$ cat src/rtl/mul5b_pkg.sv
// Shared constants and FSM state encoding for the mul5b_arb multiplier-sharing block.
package mul5b_pkg;

    localparam int unsigned OPW = 5;
    localparam int unsigned PW  = 10;

    typedef enum logic [1:0] {
        IDLE = 2'd0,
        MUL  = 2'd1,
        DONE = 2'd2
    } state_e;

endpackage

$ cat src/rtl/mul5b_arb_if.sv
// Requester-side and result-side handshake bundle for mul5b_arb.
interface mul5b_arb_if
    import mul5b_pkg::*;
#(
    parameter int unsigned NREQ = 4,
    parameter int unsigned IDW  = $clog2(NREQ)
);

    logic [NREQ-1:0]      req_valid;
    logic [NREQ*OPW-1:0]  req_x;
    logic [NREQ*OPW-1:0]  req_y;
    logic [NREQ-1:0]      req_ready;
    logic                 out_valid;
    logic                 out_ready;
    logic [PW-1:0]        out_z;
    logic [IDW-1:0]       out_id;

    modport master (
        output req_valid, req_x, req_y, out_ready,
        input  req_ready, out_valid, out_z, out_id
    );

    modport slave (
        input  req_valid, req_x, req_y, out_ready,
        output req_ready, out_valid, out_z, out_id
    );

endinterface

$ cat src/rtl/mul5b_arb_rr_pick.sv
// Round-robin one-hot picker: first set request at or above ptr, wrapping at NREQ-1.
module rr_pick #(
    parameter int unsigned NREQ = 4,
    parameter int unsigned IDW  = $clog2(NREQ)
) (
    input  logic [NREQ-1:0] req,
    input  logic [IDW-1:0]  ptr,
    output logic [NREQ-1:0] gnt,
    output logic [IDW-1:0]  gidx
);

    logic        found;
    int unsigned idx;

    always_comb begin
        gnt   = '0;
        gidx  = '0;
        found = 1'b0;
        idx   = 0;
        for (int unsigned k = 0; k < NREQ; k++) begin
            idx = (32'(ptr) + k) % NREQ;
            if (!found && req[idx]) begin
                found    = 1'b1;
                gnt[idx] = 1'b1;
                gidx     = IDW'(idx);
            end
        end
    end

endmodule

$ cat src/rtl/mul5bj.sv
// 5x5 unsigned array multiplier: sum of shifted partial-product rows, purely combinational.
module mul5bj
    import mul5b_pkg::*;
(
    input  logic [OPW-1:0] x,
    input  logic [OPW-1:0] y,
    output logic [PW-1:0]  z
);

    always_comb begin
        z = '0;
        for (int i = 0; i < int'(OPW); i++) begin
            if (y[i]) begin
                z = z + (PW'(x) << i);
            end
        end
    end

endmodule

$ cat src/rtl/mul5b_arb.sv
// Round-robin arbiter sharing one mul5bj among NREQ requesters.
// Optional MUL5B_ARB_ZERO_SKIP_EN: zero operands bypass the MUL state.
module mul5b_arb
    import mul5b_pkg::*;
#(
    parameter int unsigned NREQ = 4,
    parameter int unsigned IDW  = $clog2(NREQ)
) (
    input  logic       clk,
    input  logic       rst,
    mul5b_arb_if.slave bus
);

    state_e          state_q, state_d;
    logic [IDW-1:0]  ptr_q, ptr_d;
    logic [IDW-1:0]  id_q, id_d;
    logic [OPW-1:0]  opx_q, opx_d;
    logic [OPW-1:0]  opy_q, opy_d;
    logic [PW-1:0]   res_q, res_d;
    logic            out_valid_q, out_valid_d;

    logic [NREQ-1:0] gnt;
    logic [IDW-1:0]  gidx;
    logic [NREQ-1:0] req_ready_c;
    logic [OPW-1:0]  gx_c, gy_c;
    logic [PW-1:0]   z_c;

    rr_pick #(.NREQ(NREQ), .IDW(IDW)) u_pick (
        .req  (bus.req_valid),
        .ptr  (ptr_q),
        .gnt  (gnt),
        .gidx (gidx)
    );

    mul5bj u_mul (
        .x (opx_q),
        .y (opy_q),
        .z (z_c)
    );

    assign gx_c = bus.req_x[OPW*gidx +: OPW];
    assign gy_c = bus.req_y[OPW*gidx +: OPW];

    always_comb begin
        state_d     = state_q;
        ptr_d       = ptr_q;
        id_d        = id_q;
        opx_d       = opx_q;
        opy_d       = opy_q;
        res_d       = res_q;
        out_valid_d = out_valid_q;
        req_ready_c = '0;
        case (state_q)
            IDLE: begin
                if (|bus.req_valid) begin
                    req_ready_c = gnt;
                    opx_d       = gx_c;
                    opy_d       = gy_c;
                    id_d        = gidx;
                    ptr_d       = (gidx == IDW'(NREQ - 1)) ? '0 : gidx + 1'b1;
                    state_d     = MUL;
`ifdef MUL5B_ARB_ZERO_SKIP_EN
                    if (gx_c == '0 || gy_c == '0) begin
                        res_d       = '0;
                        out_valid_d = 1'b1;
                        state_d     = DONE;
                    end
`endif
                end
            end
            MUL: begin
                res_d       = z_c;
                out_valid_d = 1'b1;
                state_d     = DONE;
            end
            DONE: begin
                // Completing the handshake never grants in the same cycle.
                if (bus.out_ready) begin
                    out_valid_d = 1'b0;
                    state_d     = IDLE;
                end
            end
            default: begin
                out_valid_d = 1'b0;
                state_d     = IDLE;
            end
        endcase
    end

    always_ff @(posedge clk or posedge rst) begin
        if (rst) begin
            state_q     <= IDLE;
            ptr_q       <= '0;
            id_q        <= '0;
            opx_q       <= '0;
            opy_q       <= '0;
            res_q       <= '0;
            out_valid_q <= 1'b0;
        end else begin
            state_q     <= state_d;
            ptr_q       <= ptr_d;
            id_q        <= id_d;
            opx_q       <= opx_d;
            opy_q       <= opy_d;
            res_q       <= res_d;
            out_valid_q <= out_valid_d;
        end
    end

    assign bus.req_ready = req_ready_c;
    assign bus.out_valid = out_valid_q;
    assign bus.out_z     = res_q;
    assign bus.out_id    = id_q;

endmodule

$ cat src/flat_wrapper.sv
// flat-port wrapper written by rule: the top's interface ports become plain ports
module mul5b_arb_flat import mul5b_pkg::*;
#(
    parameter int unsigned NREQ = 4,
    parameter int unsigned IDW  = $clog2(NREQ)
)
  (clk, rst, bus_req_valid, bus_req_x, bus_req_y, bus_out_ready, bus_req_ready, bus_out_valid, bus_out_z, bus_out_id);
  mul5b_arb_if #(.NREQ(NREQ), .IDW(IDW)) bus_i ();
  input  logic clk;
  input  logic rst;
  input wire logic [$bits(bus_i.req_valid)-1:0] bus_req_valid;
  input wire logic [$bits(bus_i.req_x)-1:0] bus_req_x;
  input wire logic [$bits(bus_i.req_y)-1:0] bus_req_y;
  input wire logic [$bits(bus_i.out_ready)-1:0] bus_out_ready;
  output wire logic [$bits(bus_i.req_ready)-1:0] bus_req_ready;
  output wire logic [$bits(bus_i.out_valid)-1:0] bus_out_valid;
  output wire logic [$bits(bus_i.out_z)-1:0] bus_out_z;
  output wire logic [$bits(bus_i.out_id)-1:0] bus_out_id;
  assign bus_i.req_valid = bus_req_valid;
  assign bus_i.req_x = bus_req_x;
  assign bus_i.req_y = bus_req_y;
  assign bus_i.out_ready = bus_out_ready;
  assign bus_req_ready = bus_i.req_ready;
  assign bus_out_valid = bus_i.out_valid;
  assign bus_out_z = bus_i.out_z;
  assign bus_out_id = bus_i.out_id;
  mul5b_arb #(.NREQ(NREQ), .IDW(IDW)) u_core (.clk(clk), .rst(rst), .bus(bus_i));
endmodule
$ cat config.mk
export PLATFORM = sky130hd
export DESIGN_NAME = mul5b_arb_flat
export DESIGN_NICKNAME = d
export VERILOG_FILES = /design/src/rtl/mul5b_pkg.sv /design/src/rtl/mul5b_arb_if.sv /design/src/rtl/mul5b_arb_rr_pick.sv /design/src/rtl/mul5bj.sv /design/src/rtl/mul5b_arb.sv /design/src/flat_wrapper.sv
export SDC_FILE = /design/constraint.sdc
export NUM_CORES = 1
export LEC_CHECK = 0
export ABC_AREA = 1
export BUFFER_PORTS_ARGS = -buffer_cell sky130_fd_sc_hd__buf_2
export CAP_MARGIN = 20
export CORE_AREA = 2 2 75 77
export DETAILED_ROUTE_END_ITERATION = 16
export DIE_AREA = 0 0 77 79
export MAX_ROUTING_LAYER = met4
export PLACE_DENSITY = 0.95
export SETUP_SLACK_MARGIN = 0.02
export SYNTH_ARGS = -nofsm -noshare
export SYNTH_HDL_FRONTEND = slang
export SYNTH_HIERARCHICAL = 1
export SYNTH_SLANG_ARGS = --single-unit
export TNS_END_PERCENT = 20
$ cat constraint.sdc
create_clock -name clk -period 9.9 [get_ports clk]
set_input_delay 0.495 -clock clk [delete_from_list [all_inputs] [get_ports clk]]
set_output_delay 0.495 -clock clk [all_outputs]
set_load 0.005 [all_outputs]
==> results.ini, run 1 <==
[floorplan]
die_area_um2=6080
dieHeight_um=79
io_pins=64
num_rows=27
start_util_pct=56.8
die-width_um=77
core_um2=5340

[logic_synthesis]
syn_area_per_cell_um2=6.20
yosys_register_bits=27
ys_top_cells_by_area=dfrtp_1 22%, nand2_1 22%, nand3_1 11%, ha_1 10%, inv_1 10%
synthesis.nets=564
ys_types=32
yosysWarnings=6
syn-cell-area_um2=3030
synthCells=489
seq_area_frac_synth_pct=22.3
synth_area_leader_cell=dfrtp_1
yosysTopAreaCellShare_pct=22.3

[setup_path]
endpoint_kind=register
critical_path_class=reg2reg
startpoint_type=register
reg2reg_setup_slack_ns=4.81
worstPathMaxFanout=10
reg2reg_from=u_core/opx_q[1]$_DFFE_PP0P_
required_ns=10.12
worstReg2RegEnd=u_core/bus.out_z[8]$_DFFE_PP0P_
cp.arrival_ns=5.31
worst_r2r_path_depth=23

[clocking]
post_cts_buffers=0
insertion_delay_ns=0.27
cts_resized=0
clockRootBuffer=clkbuf_8
clkTransAtPathRegs_ns=0.09
cts_htree_levels=1
cts_tree=yes
clkSinkCount=27
cts_buffers=3
hold_buffers=0
clock_path_buffers=2

[routing]
viasPerCell=5.12
postRouteWirelength_um=6980
route.vias.total=3155
drcViolationCount=0
drtIter0Drc=272
wl_per_cell_um=11.3
ant_nets=0
dr.pass1.iters=5

[pwr]
finalPower_mw=1.38
p_per_area_nw_per_um2=403
vdd_ir_drop_max_mv=0.221
p_leak_nw=2.17

[timing]
finalClockSkew_ns=0.00495
final.setup.tns_ns=0
finalSetupViolations=0
timing.final.crit_share_pct=51.4
slew_violations=0
fin_crit_ns=5.09
hold_viol=0
worst_slack_ns=4.81
worst_pin_slew_ns=0.691
slew_headroom_pct=53.8
rsz0062_at_grt=no
fmax_mhz=196

[finish]
syn_to_final_growth_pct=12.4
nets=620
fill_cells=475
final_common_cell=nand2_1
layout-drive-gt1-share_pct=17.3
final_core_util_pct=63.9
final_cell_mix=179 x nand2_1, 82 x inv_1, 69 x nand3_1
n_antenna_cell=0

[job]
cap_violations=0

[hold_path]
hp-class=in2async

[global_route]
grt_pass1_wl_um=12200
grt_pass1_vias=2892
grt_antenna_before_repair=0
grt_max_degree=28
grt_usage_pct=24.3
overflow=0

[placed_design]
hpwlAfterDp_um=5460
io_buffers=63
gp_congestion=0.970
pre_cts_slack_ns=4.96

[outcome]
status=finished, final reports clean

-- critical path, cell delays in order, from the launching register on --
cell and delay (ns):
dfrtp_1 0.63, nand3_1 0.21, nand2_1 0.13, inv_1 0.05, ha_1 0.29, nand2_1 0.07, o21ai_0 0.12, ha_1 0.25
fa_1 0.42, xor2_1 0.19, or2_2 0.32, and2_1 0.20, fa_1 0.44, a21oi_1 0.16, o21ai_0 0.11, xnor2_1 0.13
o21ai_0 0.29, ha_1 0.30, a21oi_1 0.17, nand2_1 0.10, xnor2_1 0.12, o21ai_0 0.14, nand3_1 0.09, nand2_1 0.08
-- power breakdown --
| part | switching [mW] | internal [mW] | total (mW) | leakage [nW] |
|---|---|---|---|---|
| Sequential | 0.0854 | 0.164 | 0.249 | 0.340 |
| Combinational | 0.665 | 0.399 | 1.06 | 1.80 |
| Clock | 0.0341 | 0.0282 | 0.0623 | 0.0255 |
-- per-stage QoR --
stage                     hold slack (ns)  cell area, um2  std cells
after floorplan                     0.465            3030        489
after global placement              0.451            3350        611
after detailed placement            0.454            3350        611
after CTS                           0.474            3390        615
after global routing                0.256            3410        616
final                               0.212            3410        616
-- cell type report --
| type | instances | area (um2) | share of cell area [%] |
|---|---|---|---|
| well taps | 72 | 90.1 | 2.64 |
| clock inverters | 1 | 5.00 | 0.147 |
| repair buffers | 65 | 338 | 9.91 |
| clock buffers | 3 | 41.3 | 1.21 |
| multi-input cells | 363 | 1940 | 56.8 |
| inverters | 85 | 324 | 9.50 |
| flip-flops and latches | 27 | 676 | 19.8 |
-- cell families (layout without fill, tap and decap cells) --
logic type / Yosys count / count (layout) / share of synthesized area, %
simple gates: 292 / 292 / 42.8
buf+inv: 99 / 154 / 13.9
compound gates: 36 / 36 / 6.68
fa+ha+maj: 28 / 28 / 12.3
flops: 27 / 27 / 22.3
xor+xnor: 7 / 7 / 2.02
-- synthesized netlist by cell type --
cell / count
inv_2: 2
nand3_2: 3
xnor2_1: 3
xor2_1: 4
a31oi_1: 1
and2_1: 3
nor2_8: 1
nand3_1: 69
nor3_1: 1
nor2_2: 2
o21ai_0: 10
ha_1: 25
a21boi_0: 4
buf_4: 4
buf_6: 3
nand3_4: 1
or2_2: 3
nand3b_1: 1
nor2_1: 18
fa_1: 3
nand2_1: 179
nand2_2: 6
buf_2: 7
nand2_4: 3
inv_1: 82
nand4_1: 2
inv_6: 1
a21oi_2: 1
o21ai_2: 2
o21ai_1: 3
dfrtp_1: 27
a21oi_1: 15
-- worst max-delay path by stage --
stage                                 from                              end  slack (ns)  cells past startpoint
2_1_floorplan  u_core/opx_q[1]$_DFFE_PP0P_  u_core/bus.out_z[8]$_DFFE_PP0P_        5.45                     23
3_3_place_gp   u_core/opx_q[1]$_DFFE_PP0P_  u_core/bus.out_z[8]$_DFFE_PP0P_        5.21                     23
3_5_place_dp   u_core/opx_q[1]$_DFFE_PP0P_  u_core/bus.out_z[8]$_DFFE_PP0P_        4.96                     23
4_1_cts        u_core/opx_q[1]$_DFFE_PP0P_  u_core/bus.out_z[8]$_DFFE_PP0P_        4.87                     23
5_1_grt        u_core/opx_q[1]$_DFFE_PP0P_  u_core/bus.out_z[8]$_DFFE_PP0P_        4.50                     23
6_report       u_core/opx_q[1]$_DFFE_PP0P_  u_core/bus.out_z[8]$_DFFE_PP0P_        4.81                     23
-- layer usage --
layer / routed length (um) / GRT usage (%) / share of wire (%) / vias to the layer above
met4: 43 / 4.29 / 0.62 / 0
met5: 0 / - / 0 / -
li1: - / - / - / 1625
met3: 465 / 2.16 / 6.7 / 10
met2: 3440 / 44.9 / 49 / 141
met1: 3030 / 29.5 / 43 / 1379
-- flip-flops by register name, indices dropped and copies added, names as in the netlist --
name and count:
u_core/opx_q 5, u_core/state_q 2, u_core/ptr_q 2, u_core/opy_q 5
u_core/bus.out_id 2, u_core/bus.out_valid 1, u_core/bus.out_z 10
Power figures use the tool's default switching activity.
==> run 2: changes to the inputs <==
--- a/config.mk
+++ b/config.mk
@@ -5,14 +5,14 @@
 export SDC_FILE = /design/constraint.sdc
 export NUM_CORES = 1
 export LEC_CHECK = 0
-export ABC_AREA = 1
+export ABC_AREA = 0
 export BUFFER_PORTS_ARGS = -buffer_cell sky130_fd_sc_hd__buf_2
 export CAP_MARGIN = 20
 export CORE_AREA = 2 2 75 77
 export DETAILED_ROUTE_END_ITERATION = 16
 export DIE_AREA = 0 0 77 79
 export MAX_ROUTING_LAYER = met4
-export PLACE_DENSITY = 0.95
+export PLACE_DENSITY = 0.9
 export SETUP_SLACK_MARGIN = 0.02
 export SYNTH_ARGS = -nofsm -noshare
 export SYNTH_HDL_FRONTEND = slang
==> constraint.sdc (replaced) <==
create_clock -name clk -period 4.7 [get_ports clk]
set_input_delay 0.235 -clock clk [delete_from_list [all_inputs] [get_ports clk]]
set_output_delay 0.235 -clock clk [all_outputs]
set_load 0.005 [all_outputs]
==> results.ini, run 2 <==
[routing]
drcViolationCount=0
wl_per_cell_um=17.7
postRouteWirelength_um=7280
dr.pass1.iters=4
viasPerCell=6.03
ant_nets=0
route.vias.total=2478
drtIter0Drc=189

[setup_path]
worstPathMaxFanout=4
slowest_delay_ns=0.42
worst_r2r_path_depth=21
crit_chain=nand2_1 > xnor2_2 > ha_4 > nor2b_4 > o21ai_1 > a32o_2 > fa_2 > xor2_1 > nand2_1 > o31ai_2 > or2_4 > fa_2 > a21o_1 > a21oi_2 > xnor2_1 > mux2_2 > ha_1 > a21oi_2 > xor2_1 > a221oi_2 > mux2_4
path_buf_inv=0
startpoint_type=register
cp_slowest_cell=dfrtp_1
critical_path_class=reg2reg
cp.arrival_ns=4.94
endpoint_kind=register
path_depth=21
required_ns=4.87
path_delay_family=adder cells

[timing]
timing.final.crit_share_pct=101
hold_viol=0
finalClockSkew_ns=0.00823
worst_slack_ns=-0.0678
rsz0062_at_grt=yes
fmax_mhz=210
worst_pin_slew_ns=0.963
finalSetupViolations=3
slew_headroom_pct=35.6
slew_violations=0
fin_crit_ns=4.77

[finish]
nets=415
stdcell_count=411
n_antenna_cell=0
final_cell_mix=63 x buf_2, 26 x dfrtp_1, 22 x buf_4
syn_to_final_growth_pct=29.1
fill_cells=377
regArea_um2=677
final_common_cell=buf_2
finalInstanceArea_um2=3600
layout-drive-gt1-share_pct=52.2
final_core_util_pct=67.5
largest_reg_flops=10
multiInputGateArea_um2=2210

[hold_path]
hp-class=in2reg
min_delay_path_depth=3

[logic_synthesis]
syn_area_per_cell_um2=10.8
synthCells=258
synthFlopType=dfrtp_1
seq_area_frac_synth_pct=24.2
synth_common_cells=27 x dfrtp_1, 25 x ha_1, 23 x mux2_2
synth_area_leader_cell=dfrtp_1
yosysMostFrequentCell=dfrtp_1
synthesis.nets=333
ys_top_cells_by_area=dfrtp_1 24%, ha_1 11%, mux4_2 9.7%, mux2_2 9.3%, mux2_4 4.8%
synthArstFlopShare_pct=100
yosysWarnings=6
yosys_register_bits=27
synth_edf_count=0
yosysTopAreaCellShare_pct=24.2
syn-cell-area_um2=2790
ys_types=51

[global_route]
grt_max_degree=28
grt_pass1_vias=2459
overflow=0
grt_use_met3_pct=2.95
grt_antenna_before_repair=0
use_met1_pct=27.6
grt_usage_pct=23.8
busiest_layer=met2
met2_usage_pct=42.1
grt_pass1_wl_um=11400

[floorplan]
core_um2=5340
num_rows=27
die-width_um=77
dieHeight_um=79
io_pins=64
die_area_um2=6080
start_util_pct=52.3

[clocking]
cts_buffers=3
cts_htree_levels=1
clkSinkCount=27
clkTransAtPathRegs_ns=0.10
clock_path_buffers=2
insertion_delay_ns=0.28
clockRootBuffer=clkbuf_8
cts_tree=yes

[placed_design]
gp_congestion=0.824
placed_cell_area_um2=3230
io_buffers=63
hpwlAfterDp_um=5010
dp.cells=391

[outcome]
violations=setup timing
status=finished with violations

[job]
cap_violations=0

==> run 2: cell types whose count changed in the layout (fill, tap and decap cells not counted), sizes merged, moves of 14 or more <==
cell   change
mux2      +33
buf       +22
mux4      +14
inv       -74
nand3     -71
nand2    -169
==> run 2: cell families after synthesis <==
kind of cell,after synthesis,synth area share [%]
buf+inv,22,4.17
fa+ha+maj,28,13.4
mux,48,26.5
compound gates,59,15.2
xor+xnor,12,3.77
simple gates,62,12.8
flops,27,24.2
==> run 2: cell type report <==
class | instances | area share, %
flip-flops and latches | 27 | 18.8
well taps | 72 | 2.50
clock buffers | 3 | 1.15
repair buffers | 88 | 14.9
multi-input cells | 209 | 61.3
clock inverters | 1 | 0.208
inverters | 11 | 1.15
==> run 2: per-stage QoR <==
step | TNS, ns | hold slack [ns] | setup WS, ns
after floorplan | 0 | 0.288 | 0.0402
after global placement | 0 | 0.471 | 0.0609
after detailed placement | -0.269 | 0.474 | -0.0953
after CTS | 0 | 0.222 | 0.0211
after global routing | -0.589 | 0.235 | -0.226
final | -0.165 | 0.243 | -0.0678
==> run 2: worst paths after layout <==
kind	startpoint	endpoint	slack, ns
max	u_core/opy_q[0]$_DFFE_PP0P_	u_core/bus.out_z[8]$_DFFE_PP0P_	-0.07
min	bus_out_ready	u_core/bus.out_valid$_DFFE_PP0P_	0.24
max reg2reg	u_core/opy_q[0]$_DFFE_PP0P_	u_core/bus.out_z[8]$_DFFE_PP0P_	-0.07
min reg2reg	u_core/bus.out_valid$_DFFE_PP0P_	u_core/bus.out_valid$_DFFE_PP0P_	0.50
max in group asynchronous	rst	u_core/opx_q[1]$_DFFE_PP0P_	3.71
min in group asynchronous	rst	u_core/state_q[1]$_DFFE_PP0P_	0.52
==> run 2: metal layers <==
layer / vias up / part of all wire (%)
li1: 1136 / -
met5: - / 0
met3: 18 / 4.4
met2: 86 / 52
met4: 0 / 2.3
met1: 1238 / 41
==> run 2: timing repair <==
action,4_1_cts,5_1_grt
setup buffers,8,5
endpoints found under the setup margin,3,5
gates cloned,0,0
hold buffers,0,1
hold endpoints to repair,0,9
pin swaps,16,18
gates resized for setup,16,17
==> run 2: worst min-delay path, stage by stage <==
cell,delay (ns)
buf_2,0.09
o21ai_0,0.07
o21a_1,0.10
Power of run 2 is left out: the tool's default activity adds up to more than one toggle a clock period on the data nets, which glitch-free logic cannot reach.
